[src/rtl/pc_unit_8b.sv]
// -----------------------------------------------------------------------------
// pc_unit_8b
//
// 8-bit program counter with an optional return-address stack.
// Each enabled cycle the next fetch address is chosen with this priority:
//   ret > call > jump > sequential increment
// The chosen address is held in a register that drives the instruction-memory
// address. The jump/call target comes from the upstream 8-bit operand mux and
// is only ever captured into a register, so there is no combinational path
// from jump_addr to pc.
//
// Configuration macro: PC_STACK_EN
//   defined   : LIFO return stack of STACK_DEPTH entries; call pushes pc+1,
//               ret pops it. Overflow and underflow set a sticky stack_err.
//   undefined : no stack storage; call acts as jump, ret acts as increment,
//               and the stack status outputs are constant
//               (count 0, empty 1, full 0, err 0).
//
// Parameters
//   RESET_VECTOR  PC value forced by reset
//   STACK_DEPTH   return-stack entries, legal range 1..7
//
// Ports
//   clk          in   rising-edge clock
//   rst_n        in   asynchronous active-low reset
//   en           in   advance enable; low holds all state and ignores commands
//   jump         in   load jump_addr into pc
//   call         in   push return address, load jump_addr into pc
//   ret          in   pop return address into pc
//   jump_addr    in   [7:0] target address
//   pc           out  [7:0] current fetch address (registered)
//   stack_count  out  [2:0] occupied stack entries
//   stack_full   out  stack_count == STACK_DEPTH
//   stack_empty  out  stack_count == 0
//   stack_err    out  sticky overflow/underflow flag, cleared only by reset
// -----------------------------------------------------------------------------
module pc_unit_8b #(
  parameter logic [7:0] RESET_VECTOR = 8'h00,
  parameter int         STACK_DEPTH  = 4
) (
  input  logic       clk,
  input  logic       rst_n,
  input  logic       en,
  input  logic       jump,
  input  logic       call,
  input  logic       ret,
  input  logic [7:0] jump_addr,
  output logic [7:0] pc,
  output logic [2:0] stack_count,
  output logic       stack_full,
  output logic       stack_empty,
  output logic       stack_err
);

  // Stack depth in the same width as the stack pointer.
  localparam logic [2:0] DEPTH = 3'(STACK_DEPTH);

  logic [7:0] pc_r;
  logic [7:0] pc_inc_s;
  logic [7:0] pc_next_s;

  // Sequential successor; 8-bit arithmetic wraps FF -> 00 naturally.
  assign pc_inc_s = pc_r + 8'd1;

`ifdef PC_STACK_EN

  logic [7:0] stack_mem_r [STACK_DEPTH];
  logic [2:0] sp_r;       // number of occupied entries; next free slot index
  logic       err_r;
  logic [7:0] top_s;
  logic       push_s;
  logic       pop_s;
  logic       err_set_s;
  logic       full_s;
  logic       empty_s;

  assign full_s  = (sp_r == DEPTH);
  assign empty_s = (sp_r == 3'd0);

  // Top-of-stack read: the entry just below the pointer.
  always_comb begin
    top_s = 8'h00;
    for (int i = 0; i < STACK_DEPTH; i++) begin
      top_s = (sp_r == 3'(i + 1)) ? stack_mem_r[i] : top_s;
    end
  end

  // Command decode: next pc plus stack push/pop/error strobes.
  always_comb begin
    push_s    = 1'b0;
    pop_s     = 1'b0;
    err_set_s = 1'b0;
    pc_next_s = pc_r;
    if (!en) begin
      pc_next_s = pc_r;
    end else if (ret) begin
      if (!empty_s) begin
        pop_s     = 1'b1;
        pc_next_s = top_s;
      end else begin
        // Underflow: fall through to sequential fetch and flag it.
        err_set_s = 1'b1;
        pc_next_s = pc_inc_s;
      end
    end else if (call) begin
      pc_next_s = jump_addr;
      if (!full_s) begin
        push_s = 1'b1;
      end else begin
        // Overflow: the jump still happens, the return address is lost.
        err_set_s = 1'b1;
      end
    end else if (jump) begin
      pc_next_s = jump_addr;
    end else begin
      pc_next_s = pc_inc_s;
    end
  end

  // Stack pointer, sticky error flag and entry storage.
  always_ff @(posedge clk or negedge rst_n) begin
    if (!rst_n) begin
      sp_r  <= 3'd0;
      err_r <= 1'b0;
      for (int i = 0; i < STACK_DEPTH; i++) begin
        stack_mem_r[i] <= 8'h00;
      end
    end else begin
      if (push_s) begin
        sp_r <= sp_r + 3'd1;
      end else if (pop_s) begin
        sp_r <= sp_r - 3'd1;
      end else begin
        sp_r <= sp_r;
      end

      if (err_set_s) begin
        err_r <= 1'b1;
      end else begin
        err_r <= err_r;
      end

      // Only the slot at the pointer is written; the return address is pc+1.
      for (int i = 0; i < STACK_DEPTH; i++) begin
        if (push_s && (sp_r == 3'(i))) begin
          stack_mem_r[i] <= pc_inc_s;
        end else begin
          stack_mem_r[i] <= stack_mem_r[i];
        end
      end
    end
  end

  assign stack_count = sp_r;
  assign stack_full  = full_s;
  assign stack_empty = empty_s;
  assign stack_err   = err_r;

`else

  // Command decode without a stack: ret is a plain increment, call is a jump.
  always_comb begin
    pc_next_s = pc_r;
    if (!en) begin
      pc_next_s = pc_r;
    end else if (ret) begin
      pc_next_s = pc_inc_s;
    end else if (call || jump) begin
      pc_next_s = jump_addr;
    end else begin
      pc_next_s = pc_inc_s;
    end
  end

  assign stack_count = 3'd0;
  // Legal depths are 1..7, so this is constant low.
  assign stack_full  = (DEPTH == 3'd0);
  assign stack_empty = 1'b1;
  assign stack_err   = 1'b0;

`endif

  // Program counter register.
  always_ff @(posedge clk or negedge rst_n) begin
    if (!rst_n) begin
      pc_r <= RESET_VECTOR;
    end else begin
      pc_r <= pc_next_s;
    end
  end

  assign pc = pc_r;

endmodule

[config.mk]
export PLATFORM = sky130hd
export DESIGN_NAME = pc_unit_8b
export DESIGN_NICKNAME = d
export VERILOG_FILES = /design/src/rtl/pc_unit_8b.sv
export SDC_FILE = /design/constraint.sdc
export NUM_CORES = 1
export LEC_CHECK = 0
export BUFFER_PORTS_ARGS = -buffer_cell sky130_fd_sc_hd__buf_2
export CAP_MARGIN = 20
export CORE_MARGIN = 2
export CORE_UTILIZATION = 39
export DETAILED_ROUTE_END_ITERATION = 8
export PLACE_DENSITY_LB_ADDON = 0.25
export SYNTH_ARGS = -nofsm -noshare
export SYNTH_HDL_FRONTEND = slang
export SYNTH_SLANG_ARGS = --single-unit
export TNS_END_PERCENT = 50
[constraint.sdc]
create_clock -name clk -period 1.1 [get_ports clk]
set_input_delay 0.165 -clock clk [delete_from_list [all_inputs] [get_ports clk]]
set_output_delay 0.165 -clock clk [all_outputs]
set_load 0.02 [all_outputs]
Yosys cells after proc, flatten, opt, wreduce, memory -nomap -nowiden --
Cells that the tools add are included.
Word-level totals: input bits 14, register bits after elaboration 8, output and inout bits 14, logic and storage cells 5
Operators by class: add/sub/neg operators 1, multiplexer cells 2, reductions and logical operators 1
Operators with widths (count):
- 8-bit 2-to-1 mux | 2
- 8-bit by 1-bit adder with 8-bit output, second input constant | 1
- 1-bit logical OR | 1

Depth between registers and ports, before layout --
Gate-level depths: netlist (run 1).
depth after elaboration 3, mapped depth 4, mapped depth without buffers 4

Worst setup path before layout (run 1) --
Ideal clock, no wire load.
kind register to register, from register pc_r[0], in the netlist pc[0], to register pc_r[6], in the netlist pc[6], arrival time 1213 ps, clock period less this slack 1353 ps, library setup time 140 ps, stages on the path, launching flop included 5, path slack -253 ps, buffers on the path 0, data required time 960 ps, path through dfrtp_1 > ha_1 > and3_1 > a311oi_1 > a211oi_1
On the way: longest elaborated chain between the ends 3
Ends and longest elaborated chain:
- start: declaration | RTL line 58 | logic [7:0] pc_r;
- start signal: assignment | RTL line 188 | pc_r <= pc_next_s;
- 8-bit by 1-bit adder with 8-bit output * | RTL line 63 | assign pc_inc_s = pc_r + 8'd1;
- 8-bit 2-to-1 mux | RTL line 168 | end else if (call || jump) begin
- 8-bit 2-to-1 mux * | RTL line 166 | end else if (ret) begin
Every way passes the cells marked *; elsewhere a longest branch is shown, timed or not. A chain may end at the register's enable or synchronous reset.

Worst setup path in the final report (run 1) --
from register pc_r[1], in the netlist pc[1], to register pc_r[5], in the netlist pc[5]
The elaborated chain is that of the path after synthesis.

==> results of run 1 <==
==> layer usage <==
metal	up-vias	share of wire [%]	GRT usage (%)
met5	-	0	0
met2	21	54	33.64
li1	314	-	-
met3	4	5.0	6.383
met4	0	1.1	1.875
met1	306	40	21.30
==> worst register-to-register path, delay by kind of cell, from the launching register on <==
family             cells  cell delay [ns]
and+or+nand+nor        2             0.56
DFF                    1             0.40
AOI/OAI and AO/OA      1             0.21
==> per-stage QoR <==
stage / cells / worst slack (ns) / utilization, % / hold slack (ns) / power, W
finish: 122 / -0.1848 / 71.36 / 0.1503 / 0.001507
global route: 122 / -0.2475 / 71.36 / 0.1640 / 0.001612
CTS: 120 / -0.1421 / 67.47 / 0.1519 / 0.001442
detailed placement: 115 / -0.1542 / 61.17 / 0.01965 / 0.001112
global placement: 115 / -0.1061 / 61.17 / 0.01845 / 0.001093
floorplan: 71 / -0.1541 / - / -0.1306 / 0.0008079
==> Yosys cell counts (all sizes together) <==
cell / n
ha: 1
nor4: 1
a31oi: 2
o22ai: 3
or3b: 1
conb: 2
nor2: 1
dfrtp: 8
mux2i: 3
o21ba: 1
inv: 4
o211ai: 2
a311oi: 1
nand2b: 2
nand4: 2
or4: 1
a22oi: 2
buf: 9
nand2: 5
nor4b: 1
or2b: 1
nor2b: 1
nand3: 3
or3: 1
and3: 2
o21ai: 3
nor3b: 1
a211oi: 1
a21boi: 1
o21bai: 1
==> layout make-up <==
class                           instances  area share (%)
Timing Repair Buffer                   42           34.29
Clock buffer                            3           2.338
Multi-Input combinational cell         50           38.05
Tap cell                               15           1.948
Sequential cell                         8           21.82
Inverter                                4           1.558
==> logic make-up (layout without fill, tap and decap cells) <==
group | after synthesis | count (layout) | share of synthesized area (%)
compound gates | 17 | 17 | 20.68
fa+ha+maj | 1 | 1 | 2.132
buf+inv | 13 | 49 | 13.64
flops | 8 | 8 | 34.11
mux | 3 | 3 | 5.117
other cells | 2 | 6 | 1.280
simple gates | 23 | 23 | 23.03
==> power by group through the flow <==
| stage | Sequential (W) | Combinational (W) | Clock [W] |
|---|---|---|---|
| floorplan | 0.000563 | 0.000245 | 0 |
| global placement | 0.000455 | 0.000639 | 0 |
| detailed placement | 0.000461 | 0.000651 | 0 |
| CTS | 0.000459 | 0.000753 | 0.000229 |
| global route | 0.000476 | 0.000885 | 0.000250 |
| finish | 0.000465 | 0.000818 | 0.000224 |
==> repair_timing <==
item | in CTS | in global routing
resized for setup | 15 | 8
hold endpoints to repair | 8 | 0
endpoints found under the setup margin | 12 | 12
pin swaps | 6 | 7
hold buffers | 1 | 0
setup buffers | 1 | 3
==> path summary, 6_finish.rpt <==
check	from	end	slack, ns	depth (start not counted)
setup / recovery	pc[1]	pc[5]	-0.18	3
max in group asynchronous	rst_n	pc[1]	0.63	2
setup reg to reg	pc[1]	pc[5]	-0.18	3
hold reg to reg	pc[4]	pc[4]	0.64	2
min in group asynchronous	rst_n	pc[5]	0.28	2
hold / removal	jump_addr[7]	pc[7]	0.15	3
==> insert_results.sql, run 1 <==
INSERT INTO impl_metrics (metric_group, metric, value, unit) VALUES
('placed_design', 'port_buffers', '21', ''),
('yosys', 'top_cells_by_area_synth', 'dfrtp_1, buf_4, mux2i_1', ''),
('status', 'status', 'complete, but fails checks', ''),
('final_layout', 'design.final.nets', '124', ''),
('routing', 'detailedRoute.firstPassIterationCount', '3', ''),
('routing', 'avgRoutedWirePerCell', '12.63', 'um'),
('setup_path', 'worst_path_class_setup', 'flop to flop', ''),
('setup_path', 'worst_path_largest_cell_delay', '0.40', 'ns'),
('timing', 'final_min_period_over_clock_period', '116.8', '%'),
('pwr', 'power.share.switching', '36.63', '%'),
('placed_design', 'placement.cell_area', '825.8', 'sq um'),
('clock_tree', 'tritoncts', 'yes', ''),
('timing', 'setup_viol_count_final', '7', ''),
('timing', 'final_critical_path_setup_slack', '-0.1848', 'ns'),
('final_layout', 'num_antenna_cells', '0', ''),
('grt', 'first_global_vias', '586', ''),
('setup_path', 'data_arrival_time_of_the_worst_path', '1.42', 'ns'),
('setup_path', 'worst-path-max-fanout', '4', ''),
('clock_tree', 'clk_latency', '0.26', 'ns'),
('pwr', 'cell_internal_pwr', '0.0009549', 'W'),
('timing', 'number_of_endpoints_with_negative_hold_slack_in_the_final_report', '0', ''),
('yosys', 'yosysUniqueCellTypes', '33', ''),
('timing', 'rsz0062_at_grt', 'true', ''),
('grt', 'first_pass_grt_wire_length', '2.587', 'mm'),
('clock_tree', 'clock_sinks', '8', ''),
('floorplan', 'core-area', '1350', 'sq um'),
('clock_tree', 'cts_buffers', '3', ''),
('clock_tree', 'root_buffer', 'clkbuf_4', ''),
('final_layout', 'seq_area', '210.2', 'sq um'),
('final_layout', 'layout_fillers', '112', ''),
('final_layout', 'area_of_all_placed_cells_without_fillers', '963.4', 'sq um'),
('grt', 'grt_antenna_before_repair', '0', ''),
('pwr', 'netSwitchingPower', '0.0005519', 'W'),
('routing', 'detailroute.via_count', '645', ''),
('yosys', 'synthCells', '67', ''),
('timing', 'clock_skew', '0.002249', 'ns'),
('grt', 'pin_count_of_the_biggest_net_entering_global_routing', '13', ''),
('yosys', 'synthesis.area_per_instance', '8.758', 'sq um'),
('setup_path', 'endpoint_kind', 'flop', ''),
('final_layout', 'flow.area_growth_from_synthesis', '64.18', '%'),
('routing', 'detail_route.drc_violations', '0', ''),
('status', 'violations_in_the_final_reports', 'setup timing', ''),
('placed_design', 'gpl.final_weighted_congestion', '0.7532', ''),
('pwr', 'power_per_cell_area', '1564', 'nW/um^2'),
('floorplan', 'die-area', '1831', 'sq um'),
('clock_tree', 'clk_pin_slew', '0.05', 'ns'),
('yosys', 'yosys_register_bits', '8', ''),
('floorplan', 'design.portCount', '28', ''),
('timing', 'max_slew_violation_count', '0', ''),
('pwr', 'p_seq_share', '30.8', '%'),
('clock_tree', 'ctsHtreeMaxLevel', '1', ''),
('timing', 'finalWorstPathRequiredPeriod', '1.285', 'ns'),
('routing', 'antenna_violating_nets_left', '0', ''),
('routing', 'wl', '1.541', 'mm'),
('final_layout', 'number_of_flip_flops_in_the_largest_register', '8', ''),
('routing', 'post_drt_via_cell_ratio', '5.287', ''),
('timing', 'max_clock_freq', '778.3', 'MHz'),
('yosys', 'yosysTopAreaCellShare', '34.12', '%'),
('pwr', 'power.ir.vdd_worst', '0.8218', 'mV'),
('grt', 'globalRouteTotalUtil', '18.51', '%'),
('setup_path', 'crit_slowest_cell', 'dfrtp_2', ''),
('clock_tree', 'number_of_buffers_on_the_longest_clock_path', '2', ''),
('final_layout', 'layout.cells.most_common_list', 'buf_2, buf_4, buf_6', ''),
('setup_path', 'setup.worst_path.start_class', 'flop', ''),
('final_layout', 'multi_input_comb_area', '366.6', 'sq um'),
('floorplan', 'rows', '13', ''),
('floorplan', 'die_width', '42.79', 'um'),
('pwr', 'p_leak', '0.4640', 'nW'),
('setup_path', 'critPathTopFamily', 'simple AND/OR/NAND/NOR gates', ''),
('final_layout', 'ratio_of_cells_with_drive_above_1_in_the_final_layout', '56.07', '%'),
('routing', 'drt_first_iter_violations', '10', '');
No activity file was read; power rests on OpenSTA's default activity.
==> run 2, diff against run 1 <==
--- a/config.mk
+++ b/config.mk
@@ -11,6 +11,8 @@
 export CORE_UTILIZATION = 39
 export DETAILED_ROUTE_END_ITERATION = 8
 export PLACE_DENSITY_LB_ADDON = 0.25
+export REMOVE_ABC_BUFFERS = 1
+export SKIP_LAST_GASP = 1
 export SYNTH_ARGS = -nofsm -noshare
 export SYNTH_HDL_FRONTEND = slang
 export SYNTH_SLANG_ARGS = --single-unit
==> constraint.sdc (replaced) <==
create_clock -name clk -period 1.1 [get_ports clk]
set_input_delay 0.165 -clock clk [delete_from_list [all_inputs] [get_ports clk]]
set_output_delay 0.165 -clock clk [all_outputs]
set_load 0.05 [all_outputs]
==> run 2 against run 1 <==
Compared with the run above: the run still ends with setup timing left; worst hold slack better by 0.0067 ns; non-clock buffer count up 4; die area unchanged; setup slack better by 0.016 ns; fmax up 1.3%; routed wire length up 20%; final cell count up 3.3%; clock-buffer cell count unchanged; clock power up 5%; critical endpoint unchanged; highest routed layer unchanged.
==> insert_results.sql, run 2 (synthesized netlist as in run 1, its figures left out) <==
INSERT INTO impl_metrics (metric_group, metric, value, unit) VALUES
('status', 'status', 'complete, but fails checks', ''),
('status', 'violations_in_the_final_reports', 'setup timing', ''),
('final_layout', 'ratio_of_cells_with_drive_above_1_in_the_final_layout', '49.55', '%'),
('timing', 'rsz0062_at_grt', 'true', ''),
('min_path', 'timing.hold.worst_endpoint', 'pc[1]', ''),
('routing', 'post_drt_via_cell_ratio', '5.294', ''),
('setup_path', 'worst_path_largest_cell_delay', '0.40', 'ns'),
('grt', 'grt_antenna_before_repair', '0', ''),
('pwr', 'p_leak', '0.4784', 'nW'),
('clock_tree', 'root_buffer', 'clkbuf_4', ''),
('routing', 'wl', '1.849', 'mm'),
('setup_path', 'worst_r2r_endpoint', 'pc[5]', ''),
('grt', 'first_pass_grt_wire_length', '3.001', 'mm'),
('floorplan', 'core-area', '1350', 'sq um'),
('setup_path', 'r2r_start', 'pc[1]', ''),
('pwr', 'power_per_cell_area', '1814', 'nW/um^2'),
('timing', 'max_slew_violation_count', '0', ''),
('setup_path', 'worst_path_class_setup', 'flop to flop', ''),
('min_path', 'hold_class', 'input port to flop', ''),
('final_layout', 'design.final.nets', '128', ''),
('setup_path', 'data_arrival_time_of_the_worst_path', '1.41', 'ns'),
('job', 'maxCapViolCount', '0', ''),
('clock_tree', 'clock_sinks', '8', ''),
('routing', 'antenna_violating_nets_left', '0', ''),
('timing', 'hold_ws', '0.1570', 'ns'),
('placed_design', 'gpl.final_weighted_congestion', '0.8081', ''),
('routing', 'detailroute.via_count', '667', ''),
('clock_tree', 'ctsHtreeMaxLevel', '1', ''),
('clock_tree', 'cts_buffers', '3', ''),
('pwr', 'power.ir.vdd_worst', '0.9705', 'mV'),
('placed_design', 'port_buffers', '21', ''),
('setup_path', 'reg2reg_depth', '3', ''),
('floorplan', 'rows', '13', ''),
('routing', 'detailedRoute.firstPassIterationCount', '4', ''),
('placed_design', 'hpwlAfterDp', '1.260', 'mm'),
('setup_path', 'setup.worst_path.start_class', 'flop', ''),
('grt', 'pin_count_of_the_biggest_net_entering_global_routing', '10', ''),
('clock_tree', 'clk_pin_slew', '0.06', 'ns'),
('min_path', 'holdPathStages', '3', ''),
('floorplan', 'die-area', '1831', 'sq um'),
('setup_path', 'path_cells', 'nand4_1, o211ai_1, or3b_1', ''),
('timing', 'number_of_endpoints_with_negative_hold_slack_in_the_final_report', '0', ''),
('placed_design', 'placement.cell_area', '810.8', 'sq um'),
('timing', 'finalWorstPathRequiredPeriod', '1.268', 'ns'),
('clock_tree', 'clk_latency', '0.26', 'ns'),
('timing', 'final_min_period_over_clock_period', '115.3', '%'),
('floorplan', 'start_util', '43.47', '%'),
('final_layout', 'flow.area_growth_from_synthesis', '62.47', '%'),
('timing', 'max_clock_freq', '788.5', 'MHz'),
('timing', 'setup_viol_count_final', '13', ''),
('setup_path', 'worst-path-max-fanout', '4', ''),
('final_layout', 'layout_commonest_cell', 'buf_4', ''),
('floorplan', 'design.portCount', '28', ''),
('grt', 'globalRouteOverflowTotal', '0', ''),
('clock_tree', 'number_of_buffers_on_the_longest_clock_path', '2', ''),
('final_layout', 'area_of_all_placed_cells_without_fillers', '953.4', 'sq um'),
('floorplan', 'die_height', '42.79', 'um'),
('final_layout', 'layout.cells.most_common_list', 'buf_4, buf_2, dfrtp_1', ''),
('final_layout', 'number_of_flip_flops_in_the_largest_register', '8', ''),
('setup_path', 'reg2reg_setup_slack', '-0.17', 'ns'),
('grt', 'first_global_vias', '696', ''),
('min_path', 'hold_start', 'jump_addr[1]', ''),
('routing', 'detail_route.drc_violations', '0', ''),
('routing', 'drt_first_iter_violations', '8', ''),
('grt', 'globalRouteTotalUtil', '22.16', '%'),
('setup_path', 'crit_slowest_cell', 'dfrtp_1', ''),
('timing', 'clock_skew', '0.004172', 'ns'),
('floorplan', 'die_width', '42.79', 'um'),
('timing', 'final_critical_path_setup_slack', '-0.1683', 'ns'),
('clock_tree', 'tritoncts', 'yes', ''),
('routing', 'avgRoutedWirePerCell', '14.67', 'um'),
('setup_path', 'endpoint_kind', 'flop', ''),
('setup_path', 'critical_path_required', '1.24', 'ns'),
('final_layout', 'num_antenna_cells', '0', '');
## run 2: cell types whose count changed in the layout (fill, tap and decap cells not counted), sizes merged
cell  before  now
buf       41   45
## run 2: how the worst max path moves through the flow
stage	startpoint	end	slack, ns	cells past startpoint
after floorplan	pc[2]	pc[5]	-0.46	3
after global placement	jump	pc[5]	-0.12	4
after detailed placement	pc[0]	pc[6]	-0.17	4
after CTS	pc[0]	pc[5]	-0.15	3
after global routing	pc[0]	pc[5]	-0.27	3
final	pc[1]	pc[5]	-0.17	3
## run 2: cell type report
type	count	area (sq um)
Fill cell	117	396.6
Timing Repair Buffer	46	349.1
Multi-Input combinational cell	50	347.8
Sequential cell	8	200.2
Clock buffer	3	22.52
Tap cell	15	18.77
Inverter	4	15.01
## run 2: what timing repair did
item | CTS | global route
cloned | 0 | 0
setup endpoints to repair | 14 | 14
setup buffers | 2 | 2
resized for setup | 13 | 12
hold endpoints to repair | 8 | 0
hold buffers | 1 | 0
pin swaps | 8 | 0
## run 2: worst max-delay path: cells and delay by family, from the launching register on
kind / cells / cell delay (ns)
AOI/OAI and AO/OA: 1 / 0.21
DFF: 1 / 0.40
and+or+nand+nor: 2 / 0.54
## run 2: report_power, final
part / total (W) / switching [W] / leakage, nW / internal, W
Clock: 0.000236 / 0.000111 / 0.0138 / 0.000126
Sequential: 0.000424 / 0.0000580 / 0.0910 / 0.000366
Combinational: 0.00107 / 0.000603 / 0.374 / 0.000467
Total: 0.00173 / 0.000771 / 0.478 / 0.000958
## run 2: per-stage QoR
stage | total power, W | worst slack [ns] | TNS (ns) | util, % | std cells
6_report | 0.001730 | -0.1683 | -1.095 | 70.62 | 126
5_1_grt | 0.001833 | -0.2697 | -1.752 | 70.62 | 126
4_1_cts | 0.001617 | -0.1510 | -1.079 | 66.45 | 124
3_5_place_dp | 0.001284 | -0.1747 | -0.7015 | 60.06 | 118
3_3_place_gp | 0.001264 | -0.1170 | -0.5427 | 60.06 | 118
2_1_floorplan | 0.0009378 | -0.4622 | -2.410 | - | 62
## run 2: metal layers
metal	up-vias	wire, um	track usage [%]
met2	20	1020	40.61
met5	-	0	0
met3	2	73	5.106
met4	0	17	10.00
met1	321	737	23.56
li1	324	-	-
